<file path="src/rtl/instr_rom_fetch.sv">
// Instruction ROM with a valid/ready fetch port, programmable response latency and flush.
// Optional macro IMEM_FAULT_CHECK_EN enables misalignment / out-of-range fault reporting.
`ifndef DATA_WIDTH
`define DATA_WIDTH 32
`endif
`ifndef INSTR_WIDTH
`define INSTR_WIDTH 32
`endif

module instr_rom_fetch #(
  parameter int unsigned                 DEPTH    = 256,
  parameter int unsigned                 LATENCY  = 1,
  parameter logic [`INSTR_WIDTH-1:0]     NOP_WORD = 32'h00000013
) (
  input  logic                    clk,
  input  logic                    rst_n,
  input  logic                    req_valid,
  output logic                    req_ready,
  input  logic [`DATA_WIDTH-1:0]  req_addr,
  output logic                    rsp_valid,
  input  logic                    rsp_ready,
  output logic [`INSTR_WIDTH-1:0] rsp_instr,
  output logic                    rsp_fault,
  input  logic                    flush
);

  localparam int unsigned      IDX_W    = $clog2(DEPTH);
  localparam int unsigned      CNT_W    = 3;
  localparam logic [CNT_W-1:0] CNT_LOAD = CNT_W'((LATENCY >= 2) ? (LATENCY - 2) : 0);

  typedef enum logic [1:0] {
    IDLE = 2'd0,
    WAIT = 2'd1,
    RESP = 2'd2
  } state_e;

  state_e                  state_q, state_d;
  logic [CNT_W-1:0]        cnt_q, cnt_d;
  logic [`DATA_WIDTH-1:0]  addr_q, addr_d;
  logic [IDX_W-1:0]        word_idx;
  logic                    fetch_fault;

  // Fixed boot image: first four words are a short addi sequence, the rest are NOPs.
  function automatic logic [`INSTR_WIDTH-1:0] rom_word(input logic [IDX_W-1:0] idx);
    int unsigned i;
    logic [`INSTR_WIDTH-1:0] w;
    i = 32'(idx);
    w = NOP_WORD;
    if      (i == 0) w = 32'h00100093;
    else if (i == 1) w = 32'h00200113;
    else if (i == 2) w = 32'h00308193;
    else if (i == 3) w = 32'h00110213;
    return w;
  endfunction

  assign word_idx = addr_q[IDX_W+1:2];

`ifdef IMEM_FAULT_CHECK_EN
  assign fetch_fault = (addr_q[1:0] != 2'b00) ||
                       ((addr_q >> 2) >= `DATA_WIDTH'(DEPTH));
`else
  // Byte offset and bits above the word index are don't-care: addresses wrap.
  logic unused_addr_bits;
  assign unused_addr_bits = ^{addr_q[1:0], addr_q[`DATA_WIDTH-1:IDX_W+2]};
  assign fetch_fault      = 1'b0;
`endif

  assign req_ready = rst_n && (state_q == IDLE) && !flush;
  assign rsp_valid = (state_q == RESP);
  assign rsp_fault = rsp_valid && fetch_fault;
  assign rsp_instr = (rsp_valid && !fetch_fault) ? rom_word(word_idx) : NOP_WORD;

  always_comb begin
    state_d = state_q;
    cnt_d   = cnt_q;
    addr_d  = addr_q;
    if (flush) begin
      state_d = IDLE;
      cnt_d   = '0;
    end else begin
      case (state_q)
        IDLE: begin
          if (req_valid && req_ready) begin
            addr_d = req_addr;
            if (LATENCY == 1) begin
              state_d = RESP;
            end else begin
              state_d = WAIT;
              cnt_d   = CNT_LOAD;
            end
          end
        end
        WAIT: begin
          if (cnt_q == '0) state_d = RESP;
          else             cnt_d   = cnt_q - 1'b1;
        end
        RESP: begin
          if (rsp_ready) state_d = IDLE;
        end
        default: state_d = IDLE;
      endcase
    end
  end

  always_ff @(posedge clk or negedge rst_n) begin
    if (!rst_n) begin
      state_q <= IDLE;
      cnt_q   <= '0;
      addr_q  <= '0;
    end else begin
      state_q <= state_d;
      cnt_q   <= cnt_d;
      addr_q  <= addr_d;
    end
  end

endmodule
</file>
<file path="config.mk">
export PLATFORM = sky130hd
export DESIGN_NAME = instr_rom_fetch
export DESIGN_NICKNAME = d
export VERILOG_FILES = /design/src/rtl/instr_rom_fetch.sv
export SDC_FILE = /design/constraint.sdc
export NUM_CORES = 1
export LEC_CHECK = 0
export ABC_AREA = 1
export BUFFER_PORTS_ARGS = -buffer_cell sky130_fd_sc_hd__buf_2
export CORE_MARGIN = 10
export CORE_UTILIZATION = 37
export DETAILED_ROUTE_END_ITERATION = 10
export PLACE_DENSITY = 0.95
export REMOVE_ABC_BUFFERS = 1
export SYNTH_ARGS = -nofsm -noshare
export SYNTH_HDL_FRONTEND = slang
export SYNTH_SLANG_ARGS = --single-unit
</file>
<file path="constraint.sdc">
create_clock -name clk -period 1.9 [get_ports clk]
set_clock_uncertainty 0.1 [all_clocks]
set_input_delay 0.19 -clock clk [delete_from_list [all_inputs] [get_ports clk]]
set_output_delay 0.19 -clock clk [all_outputs]
set_load 0.03 [all_outputs]
</file>
Word-level counts from Yosys, hierarchy flattened
Index checks and enable logic that the tools add are counted.
{ "classes": {"n_addsub": 1, "eq_ne": 9, "n_mux": 13, "bitwise_logic": 1, "n_reduce_logical": 11} }
{ "op_table": {"columns": ["op", "count"], "rows": [
  ["32-bit two-way mux", 3],
  ["22-bit two-way mux", 1],
  ["21-bit two-way mux", 1],
  ["8-bit by 2-bit == test with 1-bit output, second input constant", 2],
  ["3-bit two-way mux", 3],
  ["8-bit by 1-bit == test with 1-bit output, second input constant", 1],
  ["8-bit logical NOT", 1],
  ["2-bit two-way mux", 4],
  ["2-bit case mux with 3 select lines", 1],
  ["3-bit AND reduction", 2],
  ["1-bit logical AND", 3],
  ["3-bit logical NOT", 1],
  ["3-bit by 1-bit != test with 1-bit output, second input constant", 1],
  ["3-bit by 2-bit != test with 1-bit output, second input constant", 1],
  ["3-bit != test, second input constant", 1],
  ["3-bit by 1-bit subtractor with 3-bit output, second input constant", 1],
  ["2-bit by 1-bit == test with 1-bit output, second input constant", 1],
  ["2-bit == test, second input constant", 1],
  ["2-bit logical NOT", 1],
  ["2-bit != test, second input constant", 1],
  ["2-bit AND reduction", 1],
  ["2-bit nonzero test", 1],
  ["1-bit logical NOT", 1],
  ["1-bit inverter", 1]
]} }
{ "totals": {"regBits": 15, "input_bits": 37, "out_inout_bits": 35, "elab_cells": 38} }

Logic depth before layout (Yosys ltp)
Gate-level depths: netlist of run 1.
{ "depth": {"word_depth": 7, "ltp_mapped": 6, "mapped_depth_nobuf": 6} }

Least setup slack after synthesis of run 1
No wires, ideal clock.
{ "synth_timing": {"path_kind": "register to output", "startpoint": "register state_q[1]", "endpoint": "output rsp_instr[16]", "t_arrival_ns": 1.562, "required_time_ns": 1.610, "setup_slack_ns": 0.048, "stages_incl_launch_ff": 6, "n_path_buf": 1, "cell_sequence": "dfrtp_1 > nand2_1 > nor2_1 > nand3_1 > nor2_1 > buf_4"} }
{ "synth_via": {"elab_chain_len": 2} }
{ "synth_rtl": {"columns": ["element", "line_no", "source"], "rows": [
  ["start, declared", "37", "state_e state_q, state_d;"],
  ["start signal, assigned", "111", "state_q <= state_d;"],
  ["2-bit == test", "69", "assign rsp_valid = (state_q == RESP);"],
  ["32-bit two-way mux", "71", "assign rsp_instr = (rsp_valid && !fetch_fault) ? rom_word(word_idx) : NOP_WORD;"],
  ["end, declared", "22", "output logic [`INSTR_WIDTH-1:0] rsp_instr,"]
]} }
Every way passes these cells.

Worst setup path in the final report of run 1
{ "layout_timing": {"startpoint": "input rst_n", "endpoint": "output req_ready"} }
{ "layout_via": {"elab_chain_len": 2} }
{ "layout_rtl": {"columns": ["element", "line_no", "source"], "rows": [
  ["start, declared", "16", "input logic rst_n,"],
  ["1-bit logical AND (2 in series)", "68", "assign req_ready = rst_n && (state_q == IDLE) && !flush;"],
  ["end, declared", "18", "output logic req_ready,"]
]} }
Every way passes these cells.

==> results of run 1 <==
[kinds of logic after synthesis]
| group | after synthesis | synth area share (%) |
|---|---|---|
| AOI/OAI and AO/OA | 1 | 1.09 |
| DFF | 9 | 32.7 |
| buffers and inverters | 37 | 35.6 |
| and+or+nand+nor | 44 | 29.6 |
| other | 2 | 1.09 |
[registers in the layout, indices dropped and copies added (netlist names)]
signal and cells:
addr_q 8, state_q 1
[per-layer routing]
metal	vias up	share of wire, %
met3	3	16
met4	0	1.7
met1	233	40
met5	-	0
met2	36	43
li1	277	-
[critical path: cells and delay by family]
family | cells | cell delay (ns)
buffers and inverters | 3 | 1.00
and+or+nand+nor | 2 | 0.30
[placed cells by master (no fill, tap or decap), drive strengths merged]
cell and instances:
conb 26, nor3 2, nand3 12, o31ai 1, nand3b 1, clkbuf 5
dlygate4sd3 1, nor2 6, nand2 23, dfrtp 9, inv 8, buf 20
[final cells by class]
type | count | area [um2]
inverter | 8 | 30.0
fill | 203 | 1010
tap | 25 | 31.3
timing repair buffer | 22 | 118
sequential | 9 | 225
clock buffer | 4 | 26.3
multi-input combinational | 71 | 309
[how the worst min path moves through the flow]
stage               from          to  slack [ns]  depth (start not counted)
5_1_grt        rsp_ready  state_q[1]        0.02                          2
4_1_cts        rsp_ready  state_q[1]       0.003                          2
2_1_floorplan      rst_n   addr_q[2]       -0.21                          0
3_3_place_gp       rst_n   addr_q[9]       -0.05                          1
3_5_place_dp       rst_n   addr_q[9]       -0.04                          1
6_report       rsp_ready  state_q[1]       0.007                          2
[power by group]
part | total, mW | internal (mW) | switching (mW) | leakage, nW
Clock | 0.150 | 0.0811 | 0.0691 | 0.0150
Combinational | 0.187 | 0.0438 | 0.143 | 0.335
Sequential | 0.248 | 0.225 | 0.0239 | 0.113
[metrics by stage]
stage	cell area (um2)	setup WS, ns	cells
floorplan	564	-0.0201	88
global placement	701	0.553	134
detailed placement	701	0.524	134
CTS	737	0.0314	139
global route	739	0.0265	139
finish	739	0.109	139
[repair_timing]
item                                   CTS  global route
hold buffers                             1             0
endpoints found under the hold margin    9             0
setup endpoints to repair                0             1
resized for setup                        0             1
==> run_results.csv, run 1 <==
group,metric,value,unit
setup_path,arrival,1.50,ns
clock_tree,cts-root-buf,"clkbuf_4",
placed_design,portBuffers,21,
synth,synth.distinct_cells,15,
clock_tree,clkSinkCount,9,
global_route,grt_overflow_total,0,
synth,yosys-top-cells-count,"buf_4, nand2_1, nand3_1, dfrtp_1, inv_1",
placed_design,gp_congestion,0.788,
sta,fin_crit_sh,94.3,%
die,dieArea,0.00399,mm2
clock_tree,cts_setup_buffers,0,
sta,drv_slew,0,
routing,ant_nets,0,
die,rows,15,
die,die_w,63.2,um
sta,timing.fmax,0.558,GHz
synth,syn_area,689,um2
routing,vias,549,
synth,synth_top_area_share,32.7,%
clock_tree,clk_latency,0.26,ns
die,die_h,63.2,um
cells_and_area,nets,152,
power_and_ir_drop,peakVddDrop,0.332,mV
synth,netlist_top_cells_area,"dfrtp_1, buf_4, nand2_1",
global_route,grt_pass1_wl,2510,um
run,maxCapViolCount,0,
synth,ys.flop_type,"dfrtp_1",
global_route,grt_util_all_layers,7.50,%
power_and_ir_drop,power.leakage,0.463,nW
placed_design,dp_hpwl,1350,um
sta,finalHoldViolations,0,
setup_path,r2r_setup_slack,0.67,ns
sta,setup_viol,0,
global_route,use_met1,7.58,%
sta,rsz0062_at_grt,"false",
routing,avgRoutedWirePerCell,11.1,um
setup_path,critPathMaxStageDelay,0.53,ns
routing,wirelength,1540,um
clock_tree,cts_tree,"done",
setup_path,critPathRequiredTime,1.61,ns
synth,synth_most_common_cell,"buf_4",
global_route,grt_pass1_vias,608,
sta,min_period,1.79,ns
synth,yosys_warnings,0,
synth,syn_avg_cell_area,7.41,um2
setup_path,critPathCapture,"req_ready",
cells_and_area,area_growth,7.26,%
setup_path,r2r_cells,6,
global_route,grt.busiest_layer,"met2",
global_route,grt_max_degree,11,
cells_and_area,final_util,42.4,%
cells_and_area,antenna_cells,0,
setup_path,timing.rr.end,"addr_q[6]",
setup_path,end_kind,"output port",
clock_tree,clkTransAtPathRegs,0.06,ns
setup_path,critPathLaunch,"rst_n",
cells_and_area,final_layout_size_suffix_gt1_share,24.6,%
setup_path,slowest_stage,"dlygate4sd3_1",
global_route,grtUsageMet2,12.3,%
die,start_util,39.5,%
die,coreArea,0.00175,mm2
setup_path,path_class,"input port to output port",
clock_tree,numCtsBuffers,3,
routing,drtPass1Iterations,4,
sta,final.setup.tns,0,ns
setup_path,startpoint_type,"input port",
synth,syn_inst,93,
synth,synth_edf_count,0,
hold_path,min_path_type,"input port to flop",
synth,ys_ff_latch,9,
power_and_ir_drop,powerDensity,792,mW/mm2
clock_tree,cts_buffer_depth,2,
setup_path,r2r-start,"state_q[1]",
die,io_pins,72,
setup_path,critPathMaxFanout,10,
setup_path,path_cells,"dlygate4sd3_1, clkbuf_4, nand2_2, nor2_4, buf_2",
routing,route.detailed.drc,0,
global_route,antenna_found_initial,0,
synth,synth_area_leader_cell,"dfrtp_1",
clock_tree,h-tree-depth,1,
global_route,use_met3,4.24,%
synth,synth-seq-area-share,32.7,%
sta,hold_ws,0.00657,ns
routing,dr.first_iter.drc_count,12,
status,status,"completed",
power_and_ir_drop,power,0.586,mW
synth,async_reset_ff_share,100,%
routing,viasPerCell,3.95,
Note: power is estimated with default switching activity, not from simulation.
==> run 2, diff against run 1 <==
--- a/config.mk
+++ b/config.mk
@@ -8,10 +8,9 @@
 export ABC_AREA = 1
 export BUFFER_PORTS_ARGS = -buffer_cell sky130_fd_sc_hd__buf_2
 export CORE_MARGIN = 10
-export CORE_UTILIZATION = 37
+export CORE_UTILIZATION = 31
 export DETAILED_ROUTE_END_ITERATION = 10
-export PLACE_DENSITY = 0.95
-export REMOVE_ABC_BUFFERS = 1
+export PLACE_DENSITY = 0.86
 export SYNTH_ARGS = -nofsm -noshare
 export SYNTH_HDL_FRONTEND = slang
 export SYNTH_SLANG_ARGS = --single-unit
==> constraint.sdc (replaced) <==
create_clock -name clk -period 1.5 [get_ports clk]
set_clock_uncertainty 0.1 [all_clocks]
set_input_delay 0.15 -clock clk [delete_from_list [all_inputs] [get_ports clk]]
set_output_delay 0.15 -clock clk [all_outputs]
set_load 0.03 [all_outputs]
==> run_results.csv, run 2 (same netlist as run 1, synthesis figures left out) <==
group,metric,value,unit
power_and_ir_drop,peakVddDrop,0.349,mV
hold_path,min_to,"addr_q[8]",
sta,fin_crit_sh,101,%
cells_and_area,area_growth,27.8,%
routing,dr.first_iter.drc_count,10,
setup_path,r2r-start,"state_q[1]",
routing,wirelength,1680,um
routing,route.detailed.drc,0,
placed_design,dpl_cell_area,728,um2
routing,drtPass1Iterations,4,
setup_path,startpoint_type,"flop",
clock_tree,clkTransAtPathRegs,0.07,ns
routing,avgRoutedWirePerCell,11.3,um
sta,min_period,1.52,ns
setup_path,critPathMaxStageDelay,0.38,ns
sta,hold_ws,0.0211,ns
clock_tree,clkSinkCount,9,
die,die_w,67.2,um
clock_tree,cts_tree,"done",
setup_path,critPathLaunch,"addr_q[6]",
die,start_util,31.8,%
cells_and_area,seqCellArea,226,um2
cells_and_area,final_common_cell,"conb_1",
setup_path,cp_common_cell,"nor2_4",
status,status,"finished with violations",
die,coreArea,0.00217,mm2
global_route,antenna_found_initial,0,
cells_and_area,layout.cells.most_common_list,"conb_1, nand2_1, buf_2",
setup_path,critPathMaxFanout,3,
cells_and_area,n_fill_cell,247,
sta,final.setup.tns,-0.0676,ns
placed_design,gp_congestion,0.768,
hold_path,min_path_type,"input port to flop",
setup_path,path_class,"flop to output port",
cells_and_area,final_area,881,um2
cells_and_area,antenna_cells,0,
global_route,grt_pass1_vias,534,
cells_and_area,multi_input_area,354,um2
routing,ant_nets,0,
setup_path,path_cells,"inv_1, nand2_2, nor2_4, nand3_2, nor2_4, buf_6",
setup_path,end_kind,"output port",
die,die_h,67.2,um
placed_design,dp_hpwl,1380,um
global_route,grt_overflow_total,0,
clock_tree,clk_latency,0.26,ns
hold_path,min_from,"req_addr[8]",
run,maxCapViolCount,0,
die,dieArea,0.00451,mm2
setup_path,timing.rr.end,"addr_q[5]",
cells_and_area,final_layout_size_suffix_gt1_share,38.0,%
die,rows,17,
hold_path,min_path_cells,3,
sta,drv_slew,0,
routing,vias,566,
clock_tree,h-tree-depth,1,
cells_and_area,top_register,"addr_q",
setup_path,r2r_cells,7,
setup_path,slowest_stage,"dfrtp_1",
sta,setup_viol,5,
global_route,grt_max_degree,10,
setup_path,r2r_setup_slack,0.24,ns
global_route,grt_pass1_wl,2340,um
status,failed_checks,"setup timing",
sta,finalHoldViolations,0,
sta,fin_ws,-0.0175,ns
clock_tree,cts-root-buf,"clkbuf_4",
power_and_ir_drop,powerDensity,916,mW/mm2
clock_tree,numCtsBuffers,3,
global_route,grt_util_all_layers,6.81,%
sta,timing.fmax,0.659,GHz
die,io_pins,72,
placed_design,portBuffers,21,
cells_and_area,largest_reg_flops,8,
power_and_ir_drop,power.leakage,0.499,nW
setup_path,arrival,1.27,ns
setup_path,critPathRequiredTime,1.25,ns
routing,viasPerCell,3.80,
cells_and_area,nets,159,
clock_tree,cts_buffer_depth,2,
sta,rsz0062_at_grt,"true",
cells_and_area,reg_top3,"addr_q (8), state_q (1)",
## run 2: cell count changes in the layout (fill, tap and decap cells not counted), sizes merged
cell / previous run / this run
buf: 20 / 26
dlygate4sd3: 1 / 2
## run 2: cell type report
type,count,share of cell area (%)
inverters,8,3.41
repair buffers,29,23.7
multi-input cells,71,40.2
clock buffers,4,2.98
well taps,28,3.98
flip-flops and latches,9,25.7
## run 2: worst max-delay path, delay by kind of cell (launching register included)
kind | cells | cell delay [ns]
simple gates | 4 | 0.40
buf+inv | 2 | 0.23
flops | 1 | 0.38
## run 2: layer usage
metal | global-route usage (%) | vias up | share of wire [%]
li1 | - | 288 | -
met1 | 6.37 | 252 | 33
met2 | 11.6 | 24 | 54
met3 | 4.30 | 2 | 13
met4 | 3.08 | 0 | 0.53
met5 | 0 | - | 0
## run 2: worst max path at each step
stage                          to  slack (ns)  depth (start not counted)
finish               rsp_instr[9]       -0.02                          6
global route         rsp_instr[9]       -0.09                          6
CTS                  rsp_instr[9]       -0.03                          6
detailed placement   rsp_instr[9]        0.14                          6
global placement    rsp_instr[16]        0.16                          6
floorplan           rsp_instr[20]       -0.03                          2
## run 2: power by group
part,internal [mW],switching [mW]
clock,0.102,0.0824
combinational,0.0914,0.209
sequential,0.285,0.0369
total,0.478,0.328
## run 2: timing repair
item / CTS / global route
pin swaps: 1 / 3
hold buffers: 2 / 0
endpoints found under the hold margin: 10 / 0
setup endpoints to repair: 5 / 8
gates resized for setup: 14 / 13
buffers inserted: 0 / 4
## run 2: per-stage QoR
step           util (%)  worst slack (ns)  std cells  power [mW]
3_3_place_gp       33.6             0.162        139       0.551
5_1_grt            40.6           -0.0890        149       0.859
2_1_floorplan         -           -0.0292        117       0.557
6_report           40.6           -0.0175        149       0.807
3_5_place_dp       33.6             0.137        139       0.561
4_1_cts            37.7           -0.0344        145       0.756
==> run 3, diff against run 2 <==
--- a/config.mk
+++ b/config.mk
@@ -8,9 +8,10 @@
 export ABC_AREA = 1
 export BUFFER_PORTS_ARGS = -buffer_cell sky130_fd_sc_hd__buf_2
 export CORE_MARGIN = 10
-export CORE_UTILIZATION = 31
+export CORE_UTILIZATION = 32
+export CTS_BUF_LIST = sky130_fd_sc_hd__clkbuf_4 sky130_fd_sc_hd__clkbuf_8
 export DETAILED_ROUTE_END_ITERATION = 10
-export PLACE_DENSITY = 0.86
+export PLACE_DENSITY = 0.88
 export SYNTH_ARGS = -nofsm -noshare
 export SYNTH_HDL_FRONTEND = slang
 export SYNTH_SLANG_ARGS = --single-unit
==> run_results.csv, run 3 (same netlist as run 1, synthesis figures left out) <==
group,metric,value,unit
global_route,grt_pass1_vias,582,
placed_design,dp_slack,0.132,ns
clock_tree,clk_latency,0.26,ns
die,die_h,66.4,um
die,io_pins,72,
routing,viasPerCell,4.01,
status,status,"finished with violations",
routing,route.detailed.drc,0,
clock_tree,numCtsBuffers,3,
clock_tree,cts-root-buf,"clkbuf_4",
die,rows,16,
cells_and_area,area_growth,23.4,%
sta,drv_slew,0,
die,dieArea,0.00441,mm2
setup_path,critPathRequiredTime,1.25,ns
cells_and_area,n_fill_cell,220,
routing,drtPass1Iterations,4,
global_route,grt_pass1_wl,2560,um
sta,timing.fmax,0.646,GHz
status,failed_checks,"setup timing",
placed_design,gp_congestion,0.807,
setup_path,critPathMaxStageDelay,0.37,ns
cells_and_area,antenna_cells,0,
cells_and_area,layout.cells.most_common_list,"conb_1, nand2_1, buf_2",
setup_path,slowest_stage,"dfrtp_1",
global_route,antenna_found_initial,0,
cells_and_area,seqCellArea,226,um2
setup_path,path_cells,"inv_1, nand2_1, nor2_4, nand3_2, nor2_4, buf_6",
clock_tree,cts_buffer_depth,2,
setup_path,path_class,"flop to output port",
global_route,grt_util_all_layers,7.24,%
cells_and_area,final_layout_size_suffix_gt1_share,35.0,%
routing,vias,577,
routing,avgRoutedWirePerCell,11.5,um
routing,ant_nets,0,
global_route,grt_max_degree,10,
cells_and_area,top_register,"addr_q",
routing,wirelength,1660,um
power_and_ir_drop,powerDensity,943,mW/mm2
setup_path,startpoint_type,"flop",
run,maxCapViolCount,0,
die,coreArea,0.00200,mm2
clock_tree,cts_tree,"done",
power_and_ir_drop,peakVddDrop,0.383,mV
sta,final.setup.tns,-0.137,ns
setup_path,end_kind,"output port",
cells_and_area,reg_top3,"addr_q (8), state_q (1)",
setup_path,cp_num_buf_inv,2,
sta,min_period,1.55,ns
clock_tree,h-tree-depth,1,
cells_and_area,multi_input_area,352,um2
power_and_ir_drop,power.leakage,0.482,nW
global_route,grt_overflow_total,0,
routing,dr.first_iter.drc_count,19,
setup_path,cp_top_family,"simple AND/OR/NAND/NOR gates",
sta,setup_viol,5,
die,die_w,66.4,um
die,start_util,34.4,%
placed_design,dp_hpwl,1350,um
setup_path,cp_common_cell,"nor2_4",
placed_design,portBuffers,21,
cells_and_area,final_common_cell,"conb_1",
cells_and_area,nets,155,
sta,fin_ws,-0.0478,ns
clock_tree,clkSinkCount,9,
sta,fin_crit_sh,103,%
hold_path,min_path_type,"input port to flop",
sta,finalHoldViolations,0,
setup_path,arrival,1.30,ns
cells_and_area,largest_reg_flops,8,
setup_path,critPathMaxFanout,3,
sta,rsz0062_at_grt,"true",
clock_tree,clkTransAtPathRegs,0.06,ns
[run 3: changes by cell type in the layout (fill, tap and decap cells not counted), sizes merged]
cell / before / now
buf: 26 / 23
clkbuf: 5 / 4
[run 3: report_power, final]
group          total (mW)  leakage [nW]  switching (mW)  internal, mW
Sequential          0.319         0.112          0.0342         0.285
Combinational       0.276         0.352           0.205        0.0715
Clock               0.207        0.0184          0.0862         0.121
[run 3: timing repair]
action	4_1_cts	5_1_grt
hold buffers	2	0
resized for setup	17	7
pin swaps	2	2
endpoints found under the setup margin	7	7
hold endpoints to repair	10	0
buffers inserted	1	0
[run 3: worst reg2reg max path, stage by stage, from the launching register on]
cell	delay, ns
dfrtp_2	0.43
inv_2	0.07
nand2_2	0.06
nor2_4	0.12
buf_4	0.18
nand2_4	0.10
nand2_1	0.08
nand2_1	0.05
[run 3: per-layer routing]
metal,track usage (%),wire (um),up-vias
met5,0,0,-
met4,3.14,0,0
met3,4.41,313,0
met2,11.6,759,39
met1,7.41,588,255
li1,-,-,283
[run 3: final cells by class]
type	instances	share of cell area [%]
Multi-Input combinational cell	71	41.3
Tap cell	27	3.97
Sequential cell	9	26.6
Timing Repair Buffer	25	21.0
Clock buffer	4	3.53
Inverter	8	3.53
[run 3: stage by stage]
step / total power [mW] / area, um2 / hold WS [ns] / utilization (%) / std cells
floorplan: 0.557 / 788 / -0.246 / - / 117
global placement: 0.549 / 719 / -0.000862 / 35.9 / 137
detailed placement: 0.557 / 719 / 0.00258 / 35.9 / 137
CTS: 0.792 / 826 / 0.00327 / 41.3 / 144
global route: 0.864 / 851 / 0.0190 / 42.5 / 144
finish: 0.802 / 851 / 0.0151 / 42.5 / 144
[run 3: final timing paths]
kind | slack (ns) | depth (start not counted) | start | to
worst min-delay path | 0.02 | 3 | req_addr[8] | addr_q[8]
worst max register to register | 0.22 | 7 | state_q[1] | addr_q[6]
max in group asynchronous | 0.89 | 3 | rst_n | state_q[1]
worst max-delay path | -0.05 | 6 | addr_q[8] | rsp_instr[16]
worst min register to register | 0.37 | 2 | addr_q[8] | addr_q[8]
min in group asynchronous | 0.26 | 3 | rst_n | addr_q[9]
